$ cat src/rtl/rr_index_arbiter_pkg.sv
// Shared types and constants for the round-robin index arbiter.
// The index width is fixed at 3 because the winner drives a 3-to-8 decoder.
package rr_index_arbiter_pkg;

    localparam int IDX_W = 3;
    localparam int N     = 1 << IDX_W;

    typedef logic [IDX_W-1:0] idx_t;

    typedef enum logic {
        IDLE  = 1'b0,
        GRANT = 1'b1
    } arb_state_t;

    // Modulo-N successor; wraps N-1 back to 0 through the natural truncation of idx_t.
    function automatic idx_t next_idx(input idx_t i);
        return idx_t'(i + idx_t'(1));
    endfunction

endpackage

$ cat src/rtl/rr_index_arbiter_rr_pick.sv
// Combinational circular priority pick: the first set request at or after i_start, wrapping mod N.
// The request vector is rotated right by i_start, priority-encoded from bit 0, then i_start is added back.
module rr_pick
    import rr_index_arbiter_pkg::*;
(
    input  logic [N-1:0] i_req,
    input  idx_t         i_start,
    output logic         o_any,
    output idx_t         o_idx
);

    logic [2*N-1:0] w_dbl;
    logic [N-1:0]   w_rot;
    idx_t           w_enc;

    assign w_dbl = {i_req, i_req};
    assign w_rot = w_dbl[i_start +: N];

    // NOTE: w_enc gets a default before the loop so every path assigns it and no latch is inferred.
    always_comb begin
        w_enc = '0;
        for (int i = N - 1; i >= 0; i--) begin
            if (w_rot[i]) begin
                w_enc = idx_t'(i);
            end
        end
    end

    assign o_any = |i_req;
    assign o_idx = idx_t'(w_enc + i_start);

endmodule

$ cat src/rtl/rr_index_arbiter.sv
// Round-robin arbiter over 8 requesters with a registered winner index and valid/ready handshake.
// The winner is held stable until accepted; the requester just served drops to lowest priority.
module rr_index_arbiter
    import rr_index_arbiter_pkg::*;
(
    input  logic         clk,
    input  logic         rst_n,
    input  logic         clear,
    input  logic [N-1:0] req,
    output logic         grant_valid,
    input  logic         grant_ready,
    output idx_t         grant_idx,
    output idx_t         ptr
);

    arb_state_t r_state;
    arb_state_t w_state_nxt;
    idx_t       r_grant_idx;
    idx_t       w_grant_idx_nxt;
    idx_t       r_ptr;
    idx_t       w_ptr_nxt;

    logic       w_handshake;
    idx_t       w_start;
    logic       w_any;
    idx_t       w_pick;

    assign w_handshake = (r_state == GRANT) && grant_ready;

    // On a handshake the next choice starts just past the accepted index, not at the old pointer.
    assign w_start = w_handshake ? next_idx(r_grant_idx) : r_ptr;

    rr_pick u_pick (
        .i_req   (req),
        .i_start (w_start),
        .o_any   (w_any),
        .o_idx   (w_pick)
    );

    always_comb begin
        w_state_nxt     = r_state;
        w_grant_idx_nxt = r_grant_idx;
        w_ptr_nxt       = r_ptr;

        if (clear) begin
            w_state_nxt = IDLE;
            w_ptr_nxt   = '0;
        end else begin
            case (r_state)
                IDLE: begin
                    if (w_any) begin
                        w_state_nxt     = GRANT;
                        w_grant_idx_nxt = w_pick;
                    end
                end
                GRANT: begin
                    if (w_handshake) begin
                        w_ptr_nxt = next_idx(r_grant_idx);
                        if (w_any) begin
                            w_grant_idx_nxt = w_pick;
                        end else begin
                            w_state_nxt = IDLE;
                        end
                    end
                end
                default: begin
                    w_state_nxt = IDLE;
                end
            endcase
        end
    end

    // NOTE: sequential state uses non-blocking assignments so every register samples pre-edge values.
    always_ff @(posedge clk or negedge rst_n) begin
        if (!rst_n) begin
            r_state     <= IDLE;
            r_grant_idx <= '0;
            r_ptr       <= '0;
        end else begin
            r_state     <= w_state_nxt;
            r_grant_idx <= w_grant_idx_nxt;
            r_ptr       <= w_ptr_nxt;
        end
    end

    assign grant_valid = (r_state == GRANT);
    assign grant_idx   = r_grant_idx;
    assign ptr         = r_ptr;

endmodule

$ cat config.mk
export PLATFORM = sky130hd
export DESIGN_NAME = rr_index_arbiter
export DESIGN_NICKNAME = d
export VERILOG_FILES = /design/src/rtl/rr_index_arbiter_pkg.sv /design/src/rtl/rr_index_arbiter_rr_pick.sv /design/src/rtl/rr_index_arbiter.sv
export SDC_FILE = /design/constraint.sdc
export NUM_CORES = 1
export LEC_CHECK = 0
export CORE_MARGIN = 2
export CORE_UTILIZATION = 52
export CTS_BUF_LIST = sky130_fd_sc_hd__clkbuf_2
export CTS_CLUSTER_SIZE = 25
export DETAILED_ROUTE_END_ITERATION = 16
export PLACE_DENSITY = 0.82
export SYNTH_ARGS = -nofsm -noshare
export SYNTH_HDL_FRONTEND = slang
export SYNTH_HIERARCHICAL = 1
export SYNTH_SLANG_ARGS = --single-unit
$ cat constraint.sdc
create_clock -name clk -period 4.3 [get_ports clk]
set_input_delay 0.43 -clock clk [delete_from_list [all_inputs] [get_ports clk]]
set_output_delay 0.43 -clock clk [all_outputs]
set_load 0.1 [all_outputs]
==> key figures, run 1 <==
Run status
  • Status: finished, final reports clean

Die
  • Initial core utilization: 0.565
  • Die width: 44.7 µm
  • FP Rows: 14
  • Boundary Pins: 19
  • DIE AREA: 2000 µm²
  • Die height: 44.7 µm
  • Core Region: 1520 µm²

Power
  • Pwr Density: 592 nW/µm²
  • Reg power frac: 0.152
  • Clock share of power: 0.076
  • Net switching power: 0.000327 W
  • Cell-internal power: 0.000316 W
  • Switching Fraction: 0.509
  • LEAKAGE: 0.453 nW
  • Combinational share of power: 0.772
  • Maximum VDD drop: 0.431 mV

Clock network
  • CTS tree: done
  • Clock sink total: 7
  • Clock Latency Late Sink: 0.23 ns
  • Num CTS Buffers: 3
  • Post-CTS resize count: 0
  • Post-CTS setup buffer count: 0
  • Hold-fix buffers, CTS: 0
  • Clock transition at path regs: 0.07 ns
  • CTS Buffer Depth: 2
  • Root Driver: clkbuf_2
  • H-tree levels: 1

Drt
  • Drt via density: 6.09
  • Post-Route WL: 1700 µm
  • Routed Antenna Nets: 0
  • Via count: 682
  • DRT Pass-1 Iters: 4
  • Initial DRC count: 9
  • WL per Instance: 15.2 µm
  • Residual DRC: 0

Worst setup path
  • Crit-path cells: clkdlybuf4s50_1 > nand2_2 > or2_2 > nand2_1 > buf_12 > mux4_1 > mux2i_1 > a21bo_2 > a31oi_1 > ha_1 > inv_1 > fa_1 > xnor2_1 > xnor2_1 > mux2_2
  • Worst setup EP type: register
  • Max stage delay on crit path: 0.62 ns
  • Req. time, crit path: 4.42 ns
  • Setup slack, reg-to-reg: 0.74 ns
  • CP Max Fanout: 10
  • Cell with the most instances on the worst path: xnor2_1
  • Beginning of the critical path: grant_ready
  • Startpoint Class: input pin
  • WS Path Type: input pin to register
  • Capturing point of the worst reg2reg path: grant_idx[2]
  • Worst r2r path cells: 13
  • Data arrival, critical path: 4.06 ns
  • R2R Path Start: grant_idx[0]
  • Worst path slowest cell: mux4_1

Synthesis
  • Cell count after synthesis: 75
  • EDFF count, synth: 0
  • Total number of yosys warnings: 6
  • Distinct cell type count after synthesis: 34
  • Syn_area_per_cell: 11.5 µm²
  • Main flop type after synthesis: dfrtp_1
  • Mapped cell area: 861 µm²
  • Synthesis-stage register bit count: 7
  • Asr flop ratio synth: 1.00
  • Syn nets: 90
  • Sequential-to-total area share from yosys stat: 0.203

Place
  • IO Port Bufs: 18
  • DP Wirelength: 1350 µm
  • Final GP Congestion: 0.798

Timing
  • Final Hold Vio Count: 0
  • Worst slew pin tran: 0.965 ns
  • Setup violators final: 0
  • Skew final: 0.00490 ns
  • Final Max Slew Viols: 0
  • Final min period: 3.94 ns
  • Max Clk Rate: 0.254 GHz
  • RSZ-0062 raised after global routing: no
  • Relative slew slack: 0.355
  • Total Neg Setup Slack: 0 ns
  • Final period util: 0.916

Finish
  • Utilization after layout: 0.713
  • Total Nets Final: 112
  • Share of cells above drive strength 1: 0.229
  • Most frequent cells in the layout: clkdlybuf4s50_1 (18), nand2_1 (7), mux2_2 (7), dfrtp_1 (7), mux4_1 (7)
  • Ant diodes: 0
  • Commonest non-fill, non-tap cell in the layout: clkdlybuf4s50_1
  • P&R area growth vs syn: 26.3%

GRT
  • Initial antenna violation count: 0
  • Largest net degree at the start of global routing: 15
  • Vias in the first global route: 678
  • First-pass GRT wire length: 3110 µm
  • Gr usage total: 0.215
  • Remaining Overflow, GRT: 0

Run
  • Max capacitance violation total: 0

Hold path
  • Hold Path Class: input pin to async pin
==> layer usage <==
metal,routed length [µm],track usage,up-vias
met5,0,0,-
met4,0,0.0182,0
met2,846,0.339,14
li1,-,-,333
met3,53,0.0735,0
met1,801,0.297,335
==> power groups by stage <==
| stage | sequential (W) | combinational (W) | clock (W) |
|---|---|---|---|
| finish | 0.0000977 | 0.000497 | 0.0000487 |
| detailed placement | 0.0000998 | 0.000494 | 0 |
| floorplan | 0.000222 | 0.000268 | 0 |
| CTS | 0.0000981 | 0.000499 | 0.0000508 |
| global route | 0.000101 | 0.000539 | 0.0000525 |
| global placement | 0.0000987 | 0.000485 | 0 |
==> worst max-delay path by stage <==
stage                   end
3_5_place_dp   grant_idx[2]
5_1_grt        grant_idx[2]
6_report       grant_idx[2]
4_1_cts        grant_idx[2]
2_1_floorplan  grant_idx[2]
3_3_place_gp   grant_idx[2]
==> critical path: cells and delay by family <==
family | cells | cell delay, ns
buf+inv | 3 | 0.75
fa+ha+maj | 2 | 0.54
mux | 3 | 1.08
xor+xnor | 2 | 0.27
compound gates | 2 | 0.43
simple gates | 3 | 0.57
==> per-stage QoR <==
stage	total power (W)	setup slack [ns]	cell area, µm²	std cells	hold slack [ns]
after floorplan	0.000490	0.157	861	75	0.134
after global placement	0.000583	0.174	1070	108	0.537
after detailed placement	0.000594	0.101	1070	108	0.543
after CTS	0.000648	0.355	1090	112	0.451
after global routing	0.000693	0.179	1090	112	0.467
final	0.000643	0.360	1090	112	0.446
==> sequential cells by signal, indices dropped and copies added, names as in the netlist <==
register and flops:
grant_idx 3, grant_valid 1, ptr 3
==> cells by family (layout without fill, tap and decap cells) <==
logic type,count (synthesis),count (layout),synth area share
xor+xnor,3,3,0.0305
mux,21,21,0.398
flops,7,7,0.203
simple gates,21,21,0.156
buf+inv,8,29,0.0465
fa+ha+maj,3,3,0.0523
compound gates,12,12,0.113
==> layout make-up <==
class	count	area (µm²)
Multi-Input combinational cell	60	646
Fill cell	122	437
Timing Repair Buffer	20	208
Sequential cell	7	175
Clock buffer	4	20.0
Tap cell	16	20.0
Inverter	5	18.8
==> Yosys cell counts (2+ instances only) <==
| master | n | area share |
|---|---|---|
| buf_2 | 2 | 0.012 |
| dfrtp_1 | 7 | 0.20 |
| ha_1 | 2 | 0.029 |
| inv_1 | 5 | 0.022 |
| mux2_2 | 7 | 0.092 |
| mux2_4 | 2 | 0.035 |
| mux2i_1 | 5 | 0.058 |
| mux4_1 | 7 | 0.21 |
| nand2_1 | 7 | 0.031 |
| nor2_1 | 3 | 0.013 |
| nor2b_4 | 2 | 0.032 |
| nor4_1 | 2 | 0.015 |
| o211ai_1 | 2 | 0.017 |
| xnor2_1 | 2 | 0.020 |
(Power assumes the default switching activity.)
==> inputs of run 2 (changes only) <==
--- a/config.mk
+++ b/config.mk
@@ -10,7 +10,7 @@
 export CTS_BUF_LIST = sky130_fd_sc_hd__clkbuf_2
 export CTS_CLUSTER_SIZE = 25
 export DETAILED_ROUTE_END_ITERATION = 16
-export PLACE_DENSITY = 0.82
+export PLACE_DENSITY = 0.86
 export SYNTH_ARGS = -nofsm -noshare
 export SYNTH_HDL_FRONTEND = slang
 export SYNTH_HIERARCHICAL = 1
==> run 2 against run 1 <==
Net effect:
- register-to-register slack worse by 0.22 ns
- core utilization is 0.82 points lower
- first-iteration DRC count is 78% higher
- die area stayed put
==> key figures, run 2 (synthesis gave the netlist of run 1 again) <==
Worst setup path
  • Capturing point of the worst reg2reg path: grant_idx[2]
  • CP delay by family, top: multiplexers
  • Crit-path cells: clkdlybuf4s50_1 > nand2_2 > or2_2 > nand2_1 > mux4_1 > mux2i_1 > o311ai_0 > a21bo_2 > a31oi_1 > ha_1 > inv_1 > fa_1 > xnor2_1 > xnor2_1 > mux2_2
  • Cell with the most instances on the worst path: xnor2_1
  • Crit. path cell count: 15
  • WS Path Type: input pin to register
  • CP Buf/Inv Count: 2
  • Req. time, crit path: 4.42 ns
  • R2R Path Start: grant_idx[0]
  • Startpoint Class: input pin
  • Data arrival, critical path: 4.19 ns
  • Max stage delay on crit path: 0.59 ns
  • Worst setup EP type: register
  • Setup slack, reg-to-reg: 0.52 ns
  • Worst r2r path cells: 13
  • Worst path slowest cell: mux4_1
  • CP Max Fanout: 4

Power
  • LEAKAGE: 0.449 nW
  • Combinational share of power: 0.771
  • Reg power frac: 0.152
  • Switching Fraction: 0.516
  • Maximum VDD drop: 0.412 mV
  • Tot Pwr: 0.000640 W
  • Cell-internal power: 0.000310 W
  • Pwr Density: 596 nW/µm²
  • Clock share of power: 0.077
  • Net switching power: 0.000330 W

Die
  • Die width: 44.7 µm
  • DIE AREA: 2000 µm²
  • FP Rows: 14
  • Initial core utilization: 0.565
  • Boundary Pins: 19
  • Core Region: 1520 µm²
  • Die height: 44.7 µm

GRT
  • Initial antenna violation count: 0
  • Vias in the first global route: 626
  • First-pass GRT wire length: 2790 µm
  • Gr usage total: 0.193
  • Largest net degree at the start of global routing: 15
  • Remaining Overflow, GRT: 0

Clock network
  • Root Driver: clkbuf_2
  • Num CTS Buffers: 3
  • Hold-fix buffers, CTS: 0
  • Clock Latency Late Sink: 0.23 ns
  • Clock transition at path regs: 0.07 ns
  • H-tree levels: 1
  • Clock sink total: 7
  • CTS tree: done
  • CTS Buffer Depth: 2
  • Post-CTS setup buffer count: 0
  • Post-CTS resize count: 0

Timing
  • Relative slew slack: 0.346
  • Worst Slack Setup Final: 0.239 ns
  • Skew final: 0.00376 ns
  • Setup violators final: 0
  • Final min period: 4.06 ns
  • Total Neg Setup Slack: 0 ns
  • Final Max Slew Viols: 0
  • Final period util: 0.944
  • Final Hold Vio Count: 0
  • Worst slew pin tran: 0.978 ns
  • Max Clk Rate: 0.246 GHz
  • RSZ-0062 raised after global routing: no

Place
  • IO Port Bufs: 18
  • Setup WS pre-CTS: 0.00494 ns
  • DP Cell Count: 108
  • DP Wirelength: 1430 µm
  • Final GP Congestion: 0.922

Hold path
  • Hold Path Class: input pin to async pin

Run
  • Max capacitance violation total: 0

Run status
  • Status: finished, final reports clean

Finish
  • Utilization after layout: 0.705
  • P&R area growth vs syn: 24.9%
  • Share of cells above drive strength 1: 0.229
  • Most frequent cells in the layout: clkdlybuf4s50_1 (18), nand2_1 (7), mux2_2 (7), dfrtp_1 (7), mux4_1 (7)
  • Fillers: 119
  • Multi-input logic area: 646 µm²
  • Commonest non-fill, non-tap cell in the layout: clkdlybuf4s50_1
  • Ant diodes: 0
  • Reg area: 175 µm²
  • Total Nets Final: 112
  • Final Non-Filler Cells: 112

Drt
  • Via count: 673
  • Drt via density: 6.01
  • Initial DRC count: 16
  • Routed Antenna Nets: 0
  • Post-Route WL: 1730 µm
  • WL per Instance: 15.5 µm
  • Residual DRC: 0
  • DRT Pass-1 Iters: 4
run 2: final cells by class:
class	count	area share
multi-input combinational	60	0.601
timing repair buffer	20	0.182
sequential	7	0.163
clock buffer	4	0.0186
tap	16	0.0186
inverter	5	0.0175
run 2: layer usage:
layer	track usage	part of all wire
met3	0.0531	0.039
met4	0.0364	0
met1	0.268	0.45
met5	0	0
met2	0.304	0.51
run 2: through the flow:
stage / hold slack (ns) / area, µm²
5_1_grt: 0.460 / 1070
2_1_floorplan: 0.134 / 861
3_3_place_gp: 0.537 / 1050
3_5_place_dp: 0.546 / 1050
4_1_cts: 0.450 / 1070
6_report: 0.451 / 1070
run 2: how the worst max path moves through the flow:
stage / start / to
floorplan: grant_valid / grant_idx[2]
finish: grant_ready / grant_idx[2]
CTS: grant_ready / grant_idx[2]
global route: grant_ready / grant_idx[2]
global placement: grant_ready / grant_idx[2]
detailed placement: grant_ready / grant_idx[2]
run 2: worst register-to-register path, cell delays in order (launching register included):
cell and delay (ns):
dfrtp_1 0.40, ha_1 0.30, mux2_4 0.36, mux4_1 0.49, mux2i_1 0.28, o311ai_0 0.27
a21bo_2 0.27, a31oi_1 0.18, ha_1 0.16, inv_1 0.04, fa_1 0.37, xnor2_1 0.14
xnor2_1 0.13, mux2_2 0.26
run 2: power by group through the flow:
stage | clock, W | sequential (W) | combinational [W]
after floorplan | 0 | 0.000222 | 0.000268
after global placement | 0 | 0.0000979 | 0.000481
after detailed placement | 0 | 0.0000993 | 0.000495
after CTS | 0.0000519 | 0.0000975 | 0.000496
after global routing | 0.0000538 | 0.0000996 | 0.000530
final | 0.0000495 | 0.0000970 | 0.000494
